File: src/rtl/dcache_miss_ctrl.sv
// rtl/dcache_miss_ctrl.sv - D-cache miss sequencer: dirty-victim writeback then word-by-word line fill
module dcache_miss_ctrl #(
    parameter int ADDR_W     = 32,
    parameter int LINE_WORDS = 4,
    parameter int IDX_W      = 2
) (
    input  logic              CLK,
    input  logic              RESET,
    input  logic              FREEZE,
    input  logic              flush,
    input  logic              head_req,
    input  logic [ADDR_W-1:0] head_addr,
    input  logic              tag_hit,
    input  logic              victim_dirty,
    input  logic [ADDR_W-1:0] victim_addr,
    output logic              DMISS,
    output logic              mem_req,
    output logic              mem_we,
    output logic [ADDR_W-1:0] mem_addr,
    input  logic              mem_ack,
    output logic [IDX_W-1:0]  wb_rd_idx,
    output logic              fill_we,
    output logic [IDX_W-1:0]  fill_idx,
    output logic              fill_done,
    output logic [15:0]       miss_cnt
);

    localparam int OFF = IDX_W + 2;
    localparam logic [IDX_W-1:0] LAST_BEAT = IDX_W'(LINE_WORDS - 1);

    typedef enum logic [1:0] {
        S_IDLE = 2'd0,
        S_WB   = 2'd1,
        S_FILL = 2'd2,
        S_DONE = 2'd3
    } state_t;

    state_t            state;
    state_t            state_nxt;
    logic [IDX_W-1:0]  beat;
    logic [IDX_W-1:0]  beat_nxt;
    logic [ADDR_W-1:0] fill_base;
    logic [ADDR_W-1:0] wb_base;
    logic [ADDR_W-1:0] beat_off;
    logic              head_miss;
    logic              miss_start;

    // The line transaction always runs to completion, so flush has nothing to act on;
    // the line-offset bits of head_addr are discarded when the fill base is formed.
    logic unused_inputs;
    assign unused_inputs = ^{flush, head_addr[OFF-1:0]};

    assign head_miss  = head_req & ~tag_hit;
    assign miss_start = (state == S_IDLE) & head_miss & ~FREEZE;
    assign beat_off   = {{(ADDR_W - OFF){1'b0}}, beat, 2'b00};

    always_ff @(posedge CLK or negedge RESET) begin
        if (!RESET) begin
            state     <= S_IDLE;
            beat      <= '0;
            miss_cnt  <= '0;
            fill_base <= '0;
            wb_base   <= '0;
        end else if (!FREEZE) begin
            state <= state_nxt;
            beat  <= beat_nxt;
            if (miss_start) begin
                miss_cnt  <= miss_cnt + 16'd1;
                fill_base <= {head_addr[ADDR_W-1:OFF], {OFF{1'b0}}};
                wb_base   <= victim_addr;
            end
        end
    end

    always_comb begin
        state_nxt = state;
        beat_nxt  = beat;
        DMISS     = 1'b0;
        mem_req   = 1'b0;
        mem_we    = 1'b0;
        mem_addr  = '0;
        wb_rd_idx = '0;
        fill_we   = 1'b0;
        fill_idx  = '0;
        fill_done = 1'b0;

        case (state)
            S_IDLE: begin
                // Combinational here so the missing head is blocked in the very cycle it misses.
                DMISS = head_miss;
                if (head_miss) begin
                    beat_nxt  = '0;
                    state_nxt = victim_dirty ? S_WB : S_FILL;
                end
            end
            S_WB: begin
                DMISS     = 1'b1;
                mem_req   = 1'b1;
                mem_we    = 1'b1;
                mem_addr  = wb_base + beat_off;
                wb_rd_idx = beat;
                if (mem_ack) begin
                    if (beat == LAST_BEAT) begin
                        beat_nxt  = '0;
                        state_nxt = S_FILL;
                    end else begin
                        beat_nxt = beat + IDX_W'(1);
                    end
                end
            end
            S_FILL: begin
                DMISS    = 1'b1;
                mem_req  = 1'b1;
                mem_addr = fill_base + beat_off;
                fill_idx = beat;
                fill_we  = mem_ack & ~FREEZE;
                if (mem_ack) begin
                    if (beat == LAST_BEAT) begin
                        beat_nxt  = '0;
                        state_nxt = S_DONE;
                    end else begin
                        beat_nxt = beat + IDX_W'(1);
                    end
                end
            end
            S_DONE: begin
                DMISS     = 1'b1;
                fill_done = 1'b1;
                state_nxt = S_IDLE;
            end
            default: begin
                state_nxt = S_IDLE;
            end
        endcase

        // Keep every output quiet while reset is held, whatever the head is presenting.
        if (!RESET) begin
            DMISS     = 1'b0;
            mem_req   = 1'b0;
            mem_we    = 1'b0;
            mem_addr  = '0;
            wb_rd_idx = '0;
            fill_we   = 1'b0;
            fill_idx  = '0;
            fill_done = 1'b0;
        end
    end

endmodule
File: config.mk
export PLATFORM = sky130hd
export DESIGN_NAME = dcache_miss_ctrl
export DESIGN_NICKNAME = d
export VERILOG_FILES = /design/src/rtl/dcache_miss_ctrl.sv
export SDC_FILE = /design/constraint.sdc
export NUM_CORES = 1
export LEC_CHECK = 0
export ABC_AREA = 1
export CORE_MARGIN = 4
export CORE_UTILIZATION = 49
export DETAILED_ROUTE_END_ITERATION = 6
export MAX_ROUTING_LAYER = met4
export PLACE_DENSITY_LB_ADDON = 0.12
export SLEW_MARGIN = 20
export SYNTH_ARGS = -nofsm -noshare
export SYNTH_HDL_FRONTEND = slang
export SYNTH_SLANG_ARGS = --single-unit
File: constraint.sdc
create_clock -name CLK -period 2.6 [get_ports CLK]
set_input_delay 0.52 -clock CLK [delete_from_list [all_inputs] [get_ports CLK]]
set_output_delay 0.52 -clock CLK [all_outputs]
set_load 0.01 [all_outputs]
==> results by group, run 1 <==
Outcome
  • Status: complete, but fails checks
  • Failing checks: setup timing

Synthesis
  • Ys flop type: dfrtp_1
  • Post-Syn Instances: 681
  • Post-Synth Simple-Gate Area: 38.5%
  • XOR/XNOR Fraction of Synth Area: 2.59%
  • Post-synth EDFFs: 0
  • Dominant cell type by area after synthesis: dfrtp_1
  • Mux share of post-synthesis cell area: 0%
  • Post-synthesis compound-gate area fraction: 7.68%
  • Distinct cell type count after synthesis: 39
  • Synth Register Bits: 80
  • Syn avg cell area: 6.96 µm²
  • Main combinational cell family by area after synthesis: simple AND/OR/NAND/NOR gates
  • Synthesized cell area: 4740 µm²
  • Synth Warn #: 0
  • Synth top area share: 42.2%
  • Ys async rst share: 100%
  • Post-Synthesis Net Count: 762
  • Seq/Total Area, Yosys: 42.2%
  • Top post-synthesis cells by area: dfrtp_1, nand2_1, nand3_1, nor2_1, inv_1
  • Post-Synth Adder-Cell Area: 2.53%

Routing
  • DRT antenna net count: 0
  • Routed len/inst: 15.4 µm
  • Drt drc: 0
  • Detailed Route WL: 14.9 mm
  • DR vias/cell: 5.10
  • Iteration-0 DRC Markers: 230
  • Drt first pass iters: 4
  • Via count: 4,928

Floorplanning
  • Io pins: 129
  • Core Area: 9330 µm²
  • Rows: 35
  • Die height: 106 µm
  • DIE WIDTH: 106 µm
  • Initial Util: 50.8%
  • Die area: 11,300 µm²

Timing
  • Worst-Margin Slew: 0.702 ns
  • RSZ-0062 raised after global routing: true
  • Finish-stage setup viols: 15
  • Final worst path period share: 103%
  • Setup TNS: -0.600 ns
  • Period minus WS final: 2.68 ns
  • Worst slew margin: 53.2%
  • Clock skew: 0.0106 ns
  • Max-slew violations: 0
  • Setup slack after layout: -0.0829 ns
  • Fmax: 373 MHz
  • Hold Vio Cnt, Final: 0

Placement
  • Routability cong.: 0.911
  • Pre-CTS WS: -0.261 ns
  • I/O Buffers: 123
  • Dpl hpwl: 10.8 mm

GRT
  • Gr ovfl total: 0
  • First-pass GRT wire length: 24.1 mm
  • Largest net degree at the start of global routing: 56
  • Total track usage: 27.4%
  • Initial antenna violation count: 0
  • Vias in the first global route: 4,988

Power and ir drop
  • VDD IR max: 0.506 mV
  • Power Total: 0.00587 W
  • Leakage power: 3.15 nW
  • PD cells: 872 nW/µm²

CTS
  • Clk buf depth: 2
  • CTS tree: built
  • Clk slew on worst S/H paths: 0.08 ns
  • Inserted Clock Buffers: 9
  • CTS H-tree lvls: 3
  • Clock root cell: clkbuf_8
  • Worst-skew pair later-pin latency: 0.36 ns
  • Total clock sinks: 80

Critical path
  • Critical path's slowest cell: dfrtp_1
  • Critical Path End Type: primary output
  • CP cell instances: ha_2 > fa_2 > nand3_4 > inv_4 > buf_4 > or2_4 > a22oi_2 > nor2_1 > buf_2
  • Worst path arrival time: 2.16 ns
  • Type of the worst setup path: register to primary output
  • CP max stage delay: 0.39 ns
  • Startpoint types: register
  • Peak fanout along the critical path: 3
  • Data required, critical path: 2.08 ns

Finish
  • Seq. cell area: 2010 µm²
  • Area Growth Syn to Fin: 42.0%
  • Nets: 913
  • Diodes inserted: 0
  • FILL cells: 773
  • Multi-input gate area: 2680 µm²
  • Layout cells sized above 1: 19.1%

Job
  • Maxcap violations: 0

Worst hold path
  • HP Class: primary input to asynchronous set/reset pin
[path summary, 6_finish.rpt]
kind | start | to | slack, ns | depth (start not counted)
setup / recovery | beat[0] | mem_addr[6] | -0.08 | 9
hold / removal | RESET | fill_base[12] | 0.21 | 2
setup reg to reg | state[1] | miss_cnt[3] | 0.73 | 9
hold reg to reg | fill_base[19] | fill_base[19] | 0.49 | 2
max in group asynchronous | RESET | wb_base[18] | 1.70 | 2
min in group CLK | fill_base[19] | fill_base[19] | 0.49 | 2
[report_power, final]
group	switching, W	internal, W	total (W)
combinational	0.00150	0.00115	0.00266
clock	0.000472	0.000523	0.000994
sequential	0.000480	0.00173	0.00221
[metrics by stage]
stage	hold slack (ns)	cell area [µm²]	util, %	instances
2_1_floorplan	0.224	4740	-	681
3_3_place_gp	0.383	6260	67.1	935
3_5_place_dp	0.387	6260	67.1	935
4_1_cts	0.197	6610	70.9	961
5_1_grt	0.222	6730	72.2	966
6_report	0.214	6730	72.2	966
[area by class of cell]
class	instances	area share (%)
inverters	53	3.01
flip-flops and latches	80	29.8
clock buffers	12	2.45
multi-input cells	524	39.8
repair buffers	164	21.8
clock inverters	4	0.762
well taps	129	2.40
[cell usage in the layout (no fill, tap or decap), types with 4 or more instances in the layout]
master and instances:
nor2_1 45, nand2_1 298, clkdlybuf4s50_1 88, buf_4 31, o21ai_1 4, or2_2 4
o21ai_0 21, buf_2 22, dfrtp_1 77, xnor2_1 5, inv_1 49, xor2_1 9
dlygate4sd2_1 4, nor2_4 12, nand3_4 4, a21oi_1 21, ha_1 5, nand3_1 28
nor2_2 10, nand3_2 9, a21oi_2 13, nor3_1 4, clkbuf_8 12, buf_6 6
clkbuf_2 5
[per-layer routing]
metal,global-route usage (%),vias up,part of all wire [%]
li1,-,2416,-
met1,34.0,2347,43
met2,45.9,136,50
met3,4.19,29,4.1
met4,9.34,0,2.8
met5,-,-,0
[synthesized netlist by cell type (2+ instances only)]
cell	n
nand2_1	301
dfrtp_1	80
nor2_1	51
inv_1	50
nand3_1	39
a21oi_1	34
o21ai_0	25
clkbuf_1	13
nor2_2	11
xor2_1	9
ha_1	8
buf_2	7
or2_2	6
nor2_4	5
xnor2_1	5
nor3_1	4
nand2_2	3
nand3b_1	3
buf_1	2
buf_4	2
inv_2	2
nand4_1	2
o21ai_1	2
o21bai_1	2
[kinds of logic after synthesis]
kind of cell	Yosys count
adders and majority gates	9
xor gates and xnor gates	14
and+or+nand+nor	432
AOI/OAI and AO/OA	69
buffers and inverters	77
DFF	80
[critical path, delay by kind of cell, from the launching register on]
family                     cells  cell delay (ns)
DFF                            1             0.39
buffers and inverters          3             0.33
and+or+nand+nor                3             0.40
adders and majority gates      2             0.57
AOI/OAI and AO/OA              1             0.12
[repair_timing]
item	in CTS	in global routing
hold buffers	2	0
pin swaps	15	21
endpoints found under the setup margin	38	33
gates resized for setup	138	46
setup buffers	8	5
endpoints found under the hold margin	5	0
[flip-flops by register name (all words and copies together), names as in the netlist]
register   count
beat           2
fill_base     28
wb_base       32
state          2
miss_cnt      16
(Power assumes the default switching activity.)
==> run 2, diff against run 1 <==
==> constraint.sdc (replaced) <==
create_clock -name CLK -period 3 [get_ports CLK]
set_input_delay 0.6 -clock CLK [delete_from_list [all_inputs] [get_ports CLK]]
set_output_delay 0.6 -clock CLK [all_outputs]
set_load 0.01 [all_outputs]
==> results by group, run 2 (same netlist as run 1, synthesis figures left out) <==
Timing
  • Hold Vio Cnt, Final: 0 (unchanged)
  • Max-slew violations: 0 (unchanged)
  • Setup slack after layout: 0.0834 ns (was -0.0829 ns)
  • Worst-Margin Slew: 0.676 ns (was 0.702 ns)
  • Worst hold margin: 0.0994 ns (was 0.214 ns)
  • Period minus WS final: 2.92 ns
  • Finish-stage setup viols: 0 (was 15)
  • Final worst path period share: 97.2%
  • Worst slew margin: 55.0% (was 53.2%)
  • Clock skew: 0.00923 ns (was 0.0106 ns)
  • Fmax: 343 MHz

CTS
  • Post-CTS Hold Buffers: 0 (was 2)
  • Total clock sinks: 80 (unchanged)
  • CTS tree: built (unchanged)
  • CTS H-tree lvls: 3 (unchanged)
  • Clock root cell: clkbuf_8 (unchanged)
  • Clk slew on worst S/H paths: 0.09 ns (was 0.08 ns)
  • Clk buf depth: 2 (unchanged)
  • Inserted Clock Buffers: 9 (unchanged)
  • Worst-skew pair later-pin latency: 0.36 ns (about the same)

Finish
  • Largest register FFs: 32 (unchanged)
  • Diodes inserted: 0 (unchanged)
  • Layout cells sized above 1: 10.7% (was 19.1%)
  • Multi-input gate area: 2520 µm² (was 2680 µm²)
  • Largest reg by FF count: wb_base (unchanged)
  • FILL cells: 840 (was 773)
  • Most frequent cells in the layout: nand2_1, clkdlybuf4s50_1, dfrtp_1, inv_1, nor2_1 (unchanged)
  • Area Growth Syn to Fin: 35.0% (was 42.0%)
  • Commonest non-fill, non-tap cell in the layout: nand2_1 (unchanged)
  • Nets: 891 (was 913)
  • Post-route cell area: 6400 µm² (was 6730 µm²)
  • Seq. cell area: 2000 µm² (was 2010 µm²)
  • Regs by FF count: wb_base: 32 flops, fill_base: 28 flops, miss_cnt: 16 flops (unchanged)

Critical path
  • Type of the worst setup path: register to primary output (unchanged)
  • Peak fanout along the critical path: 5 (was 3)
  • Startpoint types: register (unchanged)
  • Reg2Reg Setup Slack: 1.08 ns (was 0.73 ns)
  • Worst Setup SP: beat[0] (unchanged)
  • Register-to-Register Path Depth: 9 (unchanged)
  • Critical Path End Type: primary output (unchanged)
  • Data required, critical path: 2.40 ns (was 2.08 ns)
  • Worst path arrival time: 2.32 ns (was 2.16 ns)
  • Reg2reg end: wb_base[31] (was miss_cnt[3])
  • Worst R2R Start: state[0] (was state[1])

Floorplanning
  • Die area: 11,300 µm² (unchanged)
  • Io pins: 129 (unchanged)
  • DIE WIDTH: 106 µm (unchanged)
  • Core Area: 9330 µm² (unchanged)
  • Rows: 35 (unchanged)
  • Initial Util: 50.8% (unchanged)
  • Die height: 106 µm (unchanged)

Outcome
  • Status: finished clean (was complete, but fails checks)

Power and ir drop
  • PD cells: 733 nW/µm² (was 872 nW/µm²)
  • Leakage power: 3.06 nW (was 3.15 nW)
  • Power Total: 0.00469 W (was 0.00587 W)
  • VDD IR max: 0.385 mV (was 0.506 mV)

Placement
  • Post-place instance area: 6150 µm² (was 6260 µm²)
  • Dpl hpwl: 10.6 mm (was 10.8 mm)
  • Routability cong.: 0.952 (was 0.911)
  • Pre-CTS WS: 0.0277 ns (was -0.261 ns)
  • I/O Buffers: 123 (unchanged)

Routing
  • Drt drc: 0 (unchanged)
  • Via count: 4,749 (was 4,928)
  • Detailed Route WL: 14.1 mm (was 14.9 mm)
  • Iteration-0 DRC Markers: 201 (was 230)
  • DRT antenna net count: 0 (unchanged)
  • DR vias/cell: 5.04 (was 5.10)
  • Routed len/inst: 15.0 µm (was 15.4 µm)
  • Drt first pass iters: 5 (was 4)

GRT
  • Initial antenna violation count: 0 (unchanged)
  • Gr ovfl total: 0 (unchanged)
  • First-pass GRT wire length: 23.2 mm (was 24.1 mm)
  • Total track usage: 26.6% (was 27.4%)
  • Largest net degree at the start of global routing: 56 (unchanged)
  • Vias in the first global route: 4,826 (was 4,988)

Worst hold path
  • HP Class: primary input to asynchronous set/reset pin (unchanged)

Job
  • Maxcap violations: 0 (unchanged)
==> run 2: changes by cell type in the layout (fill, tap and decap cells not counted), moves of 6 or more <==
cell,previous run,this run
buf_4,31,19
a21oi_2,13,0
nand3_2,9,3
clkdlybuf4s50_1,88,94
buf_6,6,0
buf_2,22,1
nand3_1,28,36
a21oi_1,21,34
dlygate4sd2_1,4,11
==> run 2: worst max path at each step <==
stage              endpoint  cells past startpoint
2_1_floorplan  mem_addr[18]                      9
3_5_place_dp   mem_addr[14]                     10
4_1_cts        mem_addr[29]                     10
6_report       mem_addr[26]                     10
3_3_place_gp   mem_addr[14]                     10
5_1_grt        mem_addr[28]                     11
==> run 2: where the power goes <==
part	switching (W)	internal (W)	leakage, nW
clock	0.000405	0.000341	0.0797
combinational	0.00116	0.000869	1.97
sequential	0.000411	0.00150	1.00
total	0.00198	0.00271	3.06
==> run 2: routing by layer <==
metal / share of wire, % / global-route usage [%]
met3: 4.0 / 4.74
met1: 44 / 33.1
met5: 0 / -
met4: 2.4 / 9.62
met2: 50 / 43.5
==> run 2: what timing repair did <==
action / 4_1_cts / 5_1_grt
endpoints found under the setup margin: 25 / 21
resized for setup: 41 / 32
setup buffers: 1 / 3
pin swaps: 3 / 5
==> run 2: layout make-up <==
class                           count  area share [%]
Sequential cell                    80            31.3
Clock inverter                      4           0.469
Tap cell                          129            2.52
Timing Repair Buffer              142            20.9
Clock buffer                       11            2.37
Inverter                           53            3.13
Multi-Input combinational cell    524            39.4
==> run 2: worst max-delay path, cell delays in order, from the launching register on <==
cell             delay, ns
dfrtp_1               0.40
ha_2                  0.21
fa_2                  0.38
nand3_2               0.11
inv_2                 0.07
nand2_4               0.10
inv_1                 0.09
nand3_1               0.08
nand3_1               0.10
a21oi_1               0.17
clkdlybuf4s15_1       0.26
==> run 2: metrics by stage <==
| step | utilization [%] | instances | setup TNS [ns] |
|---|---|---|---|
| 2_1_floorplan | - | 681 | 0 |
| 3_3_place_gp | 65.9 | 924 | 0 |
| 3_5_place_dp | 65.9 | 924 | 0 |
| 4_1_cts | 68.3 | 940 | -0.168 |
| 5_1_grt | 68.6 | 943 | -0.0828 |
| 6_report | 68.6 | 943 | 0 |
